`config.mk`:
```
export PLATFORM = sky130hd
export DESIGN_NAME = io_peripheral_ctrl
export DESIGN_NICKNAME = d
export VERILOG_FILES = /design/src/rtl/io_peripheral_ctrl.sv
export SDC_FILE = /design/constraint.sdc
export NUM_CORES = 1
export LEC_CHECK = 0
export BUFFER_PORTS_ARGS = -buffer_cell sky130_fd_sc_hd__buf_4
export CAP_MARGIN = 20
export CORE_MARGIN = 3
export CORE_UTILIZATION = 45
export DETAILED_ROUTE_END_ITERATION = 8
export GPL_TIMING_DRIVEN = 0
export SETUP_SLACK_MARGIN = 0.5
export SYNTH_ARGS = -nofsm -noshare
export SYNTH_HDL_FRONTEND = slang
export SYNTH_SLANG_ARGS = --single-unit
```
`constraint.sdc`:
```
create_clock -name clk -period 4.2 [get_ports clk]
set_input_delay 1.26 -clock clk [delete_from_list [all_inputs] [get_ports clk]]
set_output_delay 1.26 -clock clk [all_outputs]
set_load 0.02 [all_outputs]
```
`src/rtl/io_peripheral_ctrl.sv`:
```
// Memory-mapped I/O block: signed display register with serial binary-to-BCD conversion,
// multiplexed 4-digit 7-segment scan, debounced push-button and synchronized switches.
module io_peripheral_ctrl #(
  parameter int N          = 8,
  parameter int DEB_CYCLES = 250000,
  parameter int SCAN_DIV   = 50000
) (
  input  logic         clk,
  input  logic         rst,
  input  logic [N-1:0] Addr,
  input  logic         WE,
  input  logic [N-1:0] WriteData,
  input  logic         BtnRaw,
  input  logic [N-1:0] SwRaw,
  output logic         ReadP2,
  output logic [N-1:0] ReadP3,
  output logic [6:0]   seg,
  output logic [3:0]   an
);

  localparam logic [N-1:0] DISP_ADDR = N'(253);
  localparam int CW  = $clog2(N + 1);
  localparam int DW  = $clog2(DEB_CYCLES + 1);
  localparam int SW  = $clog2(SCAN_DIV + 1);
  localparam int SRW = 12 + N;

  typedef enum logic [1:0] {
    S_IDLE,
    S_CONV,
    S_LOAD
  } state_t;

  state_t         state_q, state_d;
  logic [N-1:0]   disp_q, disp_d;
  logic [SRW-1:0] sr_q, sr_d;
  logic [SRW-1:0] sr_adj;
  logic [CW-1:0]  cnt_q, cnt_d;
  logic           sign_q, sign_d;
  logic [3:0]     hun_q, hun_d;
  logic [3:0]     ten_q, ten_d;
  logic [3:0]     one_q, one_d;
  logic [N:0]     wd_ext;
  logic [N:0]     mag;
  logic           capture;

  logic [SW-1:0]  scan_q;
  logic [1:0]     idx_q;

  logic           btn_s1_q, btn_s2_q;
  logic [DW-1:0]  deb_q;
  logic           p2_q;
  logic [N-1:0]   sw_s1_q, sw_s2_q;

  assign capture = WE && (Addr == DISP_ADDR);

  // Magnitude carries one extra bit so the most negative value converts correctly.
  assign wd_ext = {WriteData[N-1], WriteData};
  assign mag    = WriteData[N-1] ? (~wd_ext + (N+1)'(1)) : wd_ext;

  // Double-dabble add-3 correction on each BCD nibble before the shift.
  assign sr_adj[N-1:0] = sr_q[N-1:0];
  for (genvar gi = 0; gi < 3; gi++) begin : g_adj
    assign sr_adj[N+4*gi +: 4] = (sr_q[N+4*gi +: 4] >= 4'd5) ? (sr_q[N+4*gi +: 4] + 4'd3)
                                                              : sr_q[N+4*gi +: 4];
  end

  always_comb begin
    state_d = state_q;
    disp_d  = disp_q;
    sr_d    = sr_q;
    cnt_d   = cnt_q;
    sign_d  = sign_q;
    hun_d   = hun_q;
    ten_d   = ten_q;
    one_d   = one_q;
    if (capture) begin
      // A new capture always wins, abandoning any conversion in flight.
      disp_d  = WriteData;
      sr_d    = {11'd0, mag};
      cnt_d   = '0;
      state_d = S_CONV;
    end else begin
      case (state_q)
        S_CONV: begin
          sr_d  = sr_adj << 1;
          cnt_d = cnt_q + CW'(1);
          if (cnt_q == CW'(N - 1)) begin
            state_d = S_LOAD;
          end
        end
        S_LOAD: begin
          sign_d  = disp_q[N-1];
          hun_d   = sr_q[N+8 +: 4];
          ten_d   = sr_q[N+4 +: 4];
          one_d   = sr_q[N +: 4];
          state_d = S_IDLE;
        end
        default: state_d = S_IDLE;
      endcase
    end
  end

  always_ff @(posedge clk or posedge rst) begin
    if (rst) begin
      state_q <= S_IDLE;
      disp_q  <= '0;
      sr_q    <= '0;
      cnt_q   <= '0;
      sign_q  <= 1'b0;
      hun_q   <= 4'd0;
      ten_q   <= 4'd0;
      one_q   <= 4'd0;
    end else begin
      state_q <= state_d;
      disp_q  <= disp_d;
      sr_q    <= sr_d;
      cnt_q   <= cnt_d;
      sign_q  <= sign_d;
      hun_q   <= hun_d;
      ten_q   <= ten_d;
      one_q   <= one_d;
    end
  end

  // Digit scan: sign, hundreds, tens, units, each held for SCAN_DIV cycles.
  always_ff @(posedge clk or posedge rst) begin
    if (rst) begin
      scan_q <= '0;
      idx_q  <= 2'd3;
    end else if (scan_q == SW'(SCAN_DIV - 1)) begin
      scan_q <= '0;
      idx_q  <= idx_q - 2'd1;
    end else begin
      scan_q <= scan_q + SW'(1);
    end
  end

  // Any sample that agrees with the current level restarts the stability count.
  always_ff @(posedge clk or posedge rst) begin
    if (rst) begin
      btn_s1_q <= 1'b0;
      btn_s2_q <= 1'b0;
      deb_q    <= '0;
      p2_q     <= 1'b0;
    end else begin
      btn_s1_q <= BtnRaw;
      btn_s2_q <= btn_s1_q;
      if (btn_s2_q != p2_q) begin
        if (deb_q == DW'(DEB_CYCLES - 1)) begin
          p2_q  <= btn_s2_q;
          deb_q <= '0;
        end else begin
          deb_q <= deb_q + DW'(1);
        end
      end else begin
        deb_q <= '0;
      end
    end
  end

  always_ff @(posedge clk or posedge rst) begin
    if (rst) begin
      sw_s1_q <= '0;
      sw_s2_q <= '0;
    end else begin
      sw_s1_q <= SwRaw;
      sw_s2_q <= sw_s1_q;
    end
  end

  assign ReadP2 = p2_q;
  assign ReadP3 = sw_s2_q;

  function automatic logic [6:0] seg7(input logic [3:0] d);
    case (d)
      4'd0:    seg7 = 7'b1000000;
      4'd1:    seg7 = 7'b1111001;
      4'd2:    seg7 = 7'b0100100;
      4'd3:    seg7 = 7'b0110000;
      4'd4:    seg7 = 7'b0011001;
      4'd5:    seg7 = 7'b0010010;
      4'd6:    seg7 = 7'b0000010;
      4'd7:    seg7 = 7'b1111000;
      4'd8:    seg7 = 7'b0000000;
      4'd9:    seg7 = 7'b0010000;
      default: seg7 = 7'b1111111;
    endcase
  endfunction

  // Leading zeros of hundreds and tens are blanked; units always lit.
  always_comb begin
    an  = ~(4'b0001 << idx_q);
    seg = 7'b1111111;
    case (idx_q)
      2'd3: seg = sign_q ? 7'b0111111 : 7'b1111111;
      2'd2: if (hun_q != 4'd0) seg = seg7(hun_q);
      2'd1: if ((hun_q != 4'd0) || (ten_q != 4'd0)) seg = seg7(ten_q);
      default: seg = seg7(one_q);
    endcase
  end

endmodule

```
# --- Word level (Yosys, flattened, before mapping) ---
# Memories as Yosys holds them, arrays and structs flattened.
# Cells that the tools add are included.
op_classes:
  addsub: 8
  order_cmp: 3
  eq_ne: 11
  shift: 1
  muxes: 18
  n_bitwise: 3
  reduce_logical: 7
ops:
  columns: ["operator", "n"]
  rows:
  - ["$mux W20", 2]
  - ["$mux W18", 2]
  - ["$mux W7", 3]
  - ["$pmux W7 S3", 1]
  - ["$add A18 B1 Y18 const B", 1]
  - ["$eq A18 B18 Y1 const B", 1]
  - ["$add A16 B1 Y16 const B", 1]
  - ["$eq A16 B16 Y1 const B", 1]
  - ["$mux W16", 1]
  - ["$mux W4", 4]
  - ["$ge A4 B3 Y1 const B", 3]
  - ["$add A9 B1 Y9 const B", 1]
  - ["$mux W9", 1]
  - ["$not A9 Y9", 1]
  - ["$add A4 B2 Y4 const B", 2]
  - ["$eq A8 B8 Y1 const B", 1]
  - ["$reduce_bool A4 Y1", 2]
  - ["$eq A2 B2 Y1 const B", 3]
  - ["$mux W2", 3]
  - ["$add A4 B1 Y4 const B", 1]
  - ["$eq A2 B1 Y1 const B", 2]
  - ["$eq A4 B3 Y1 const B", 1]
  - ["$not A4 Y4", 1]
  - ["$reduce_and A2 Y1", 2]
  - ["10 further kinds", 10]
word_totals:
  ff_bits: 102
  rom_bits: 336
  in_bits: 28
  out_inout_bits: 20
  wordCells: 70
  n_memories: 3
mem_list:
  columns: ["memory", "words", "width", "rd", "rd_clocked_by_memory_dff", "write_ports", "line", "rtl"]
  rows:
  - ["(name not given)", 16, 7, 1, 0, 0, "175", "case (d)"]
  - ["(name not given)", 16, 7, 1, 0, 0, "175", null]
  - ["(name not given)", 16, 7, 1, 0, 0, "175", null]

# --- Depth between registers and ports, before layout ---
logic_depth:
  ltp_word: 4
  mapped_depth: 7

# --- Least setup slack after synthesis ---
# OpenSTA, ideal clock, no wires.
synth_path:
  kind: "reg-to-output"
  from: "register hun_q[1]"
  to: "output seg[5]"
  arrival_time_ps: 2014
  slack_ps: 926
  stages_incl_launch_ff: 7
  path_buffers: 0
  path_cell_list: "dfrtp_1 > inv_1 > ha_1 > or3b_1 > o41ai_2 > a21oi_1 > a22oi_1"
synth_via:
  elab_chain_cells: 4
synth_lines:
  columns: ["element", "line", "rtl"]
  rows:
  - ["start, declared", "39", "logic [3:0] hun_q, hun_d;"]
  - ["start signal, assigned", "119", "hun_q <= hun_d;"]
  - ["branches (longest 3 deep; another with $mem_v2 Z16 W7)", null, null]
  - ["$pmux W7 S3 *", "194", "case (idx_q)"]
  - ["end, declared", "17", "output logic [6:0] seg,"]
# Every way passes the cells marked *.

# --- Worst setup path after layout ---
layout_path:
  from: "register hun_q[0]"
  to: "output seg[0]"
# The elaborated chain is that of the path after synthesis.

==> out/metrics.csv <==
metric,value,unit
setup TNS,0,ps
Non-Filler Instances,711,
clock slew at reported path FFs,70,ps
pins over their slew limit,0,
#FFs+latches synth,95,
DRC,0,
WS Path Type,reg2out,
Placer Congestion,0.822,
Slew headroom,0.598,
core footprint,0.0110,sq mm
register area share after synthesis,0.466,
RSZ-0062 raised after global routing,no,
drt initial violations,175,
Clock Latency Late Sink,350,ps
Die H,113,um
All-Layer GR Usage,0.164,
final setup fails,0,
VDD IR max,0.000208,V
Yosys top cell by area,dfrtp_1,
number of iterations in the first detailed-routing pass,4,
syn avg cell area,10.1,sq um
Main synth FF type,dfrtp_1,
min-delay src,sw_s1_q[0],
top-count cell post-synth,dfrtp_1,
Antenna Cells,0,
clock skew,5.94,ps
row count,38,
Critical Path RT,2940,ps
worst min path class,reg2reg,
crit share post-route,0.856,
multi-input logic area,0.00254,sq mm
Max Clk Rate,0.278,GHz
root buf cell,clkbuf_16,
vias in the first global route,3628,
Inst Count DP,692,
number of flops mapped to enable cells by yosys,0,
register area,0.00238,sq mm
H-tree lvl count,3,
CP startpoint kind,register,
min Tclk post-route,3600,ps
asr flop ratio synth,1.00,
Die W,113,um
CTS tree,done,
Post-DP Area,0.00567,sq mm
DRT Wirelength,9960,um
Max-Cap Viols,0,
run status,"finished, final reports clean",
DR WL/cell,14.0,um
Final Hold Fails,0,
Static Leak,0.00261,uW
synthesized instance count,504,
Yosys top cell area share,0.456,
Die Footprint,0.0127,sq mm
synth top area cells,"dfrtp_1, ha_1, xnor2_1, nand2_1, mux2i_1",
initial core utilization,0.465,
Fin Hold WS,348,ps
cts hold-fix bufs,0,
Slew @ Worst Pin,601,ps
Port Buffer Count,46,
DP Wirelength,7230,um
Syn Nets,562,
clk buf depth,2,
I/O Pins,48,
layout cells sized above 1,0.189,
Via Count,3729,
largest net degree at the start of global routing,43,
origin of the critical flop-to-flop path,deb_q[0],
Critical Path AT,2340,ps
nets,624,
grt ovf,0,
Layout area overhead,17.6,%
DRT antenna net count,0,
CP Launch Point,hun_q[0],
crit-path max FO,5,
CTS Buf Count,9,
P per Cell Area,435,mW/mm^2
Yosys cell types,58,
via/cell ratio,5.24,
design area,0.00601,sq mm
Register-to-Register Path Depth,5,
CP Capture Type,output pin,
fillers,963,
first-pass GRT wire length,16800,um
Syn. warnings,0,
initial antenna violation count,0,
CTS sink count,95,
Mapped Area,0.00511,sq mm
Post-synth top cells,"dfrtp_1, nand2_1, inv_1, nor2_1, ha_1",
hold path cells,0,
==> cell usage in the layout, fill, tap and decap left out, types with 4 or more instances in the layout <==
cell and instances:
buf_2 4, a22oi_1 5, mux2i_1 13, mux2_1 4
xnor2_1 22, inv_1 28, nor4_1 11, nand3_1 17
and3_1 4, nor2_2 11, buf_4 49, a211oi_1 5
nand2b_1 11, or3_1 7, nor2_1 30, nand2_1 37
a31oi_1 11, ha_1 29, o211ai_1 5, clkbuf_16 9
dfrtp_1 93, nor3_1 7, and2_1 6, nand4_1 11
mux2_2 7, o21ai_1 4, o31ai_1 4, a21oi_1 22
xor2_1 14, clkbuf_1 17, o21ai_0 20
==> stage by stage <==
| step | setup WS [ps] | utilization | total power (uW) |
|---|---|---|---|
| floorplan | 926 | - | 1620 |
| global placement | 704 | 0.513 | 1780 |
| detailed placement | 689 | 0.516 | 1810 |
| CTS | 525 | 0.546 | 2630 |
| global route | 495 | 0.547 | 2790 |
| finish | 603 | 0.547 | 2610 |
==> area by class of cell <==
type | instances | share of cell area
multi-input cells | 358 | 0.422
flip-flops and latches | 95 | 0.396
repair buffers | 51 | 0.0679
clock buffers | 12 | 0.0394
well taps | 140 | 0.0292
inverters | 31 | 0.0200
plain buffers | 20 | 0.0158
clock inverters | 4 | 0.00916
==> power breakdown <==
part / internal (uW) / total, uW / switching [uW]
clock network: 465 / 805 / 340
logic: 275 / 614 / 339
registers: 1060 / 1190 / 131
==> worst paths after layout <==
kind / slack [ps] / endpoint
min in group asynchronous: 870 / sw_s1_q[5]
min: 350 / ReadP3[0]
max reg2reg: 2230 / deb_q[9]
max in group asynchronous: 2550 / sr_q[9]
max: 600 / seg[0]
min reg2reg: 350 / ReadP3[0]
==> worst max-delay path: stages (launching register included) <==
cell     delay (ps)
dfrtp_1         400
inv_2           100
ha_2            210
or3b_4          420
o41ai_4         200
buf_4           190
o21ai_1          70
a31oi_1         220
buf_4           180
==> flip-flops by register name, summed over array words and instances (netlist names), 2 cells and up <==
name and cells:
sr_q 20, deb_q 18, scan_q 16, ReadP3 8, sw_s1_q 8, cnt_q 4, hun_q 4, one_q 4
ten_q 4, idx_q 2, state_q 2
==> layer usage <==
metal	vias to the layer above	wire [um]	global-route usage
li1	1893	-	-
met1	1766	4900	0.220
met2	58	4530	0.259
met3	12	367	0.0372
met4	0	159	0.0617
met5	-	0	0
==> timing repair <==
| item | in CTS | in global routing |
|---|---|---|
| pin swaps | 2 | 1 |
| setup endpoints to repair | 6 | 6 |
| setup buffers | 2 | 1 |
| gates resized for setup | 5 | 2 |
| hold endpoints to repair | 0 | 0 |
==> logic make-up (layout without fill, tap and decap cells) <==
group	count (synthesis)	count (layout)	share of synthesized area
and+or+nand+nor	175	175	0.189
DFF	95	95	0.466
AOI/OAI and AO/OA	93	93	0.119
buffers and inverters	51	118	0.0414
xor gates and xnor gates	36	36	0.0617
adders and majority gates	30	30	0.0735
muxes	24	24	0.0497
Power figures use the tool's default switching activity.
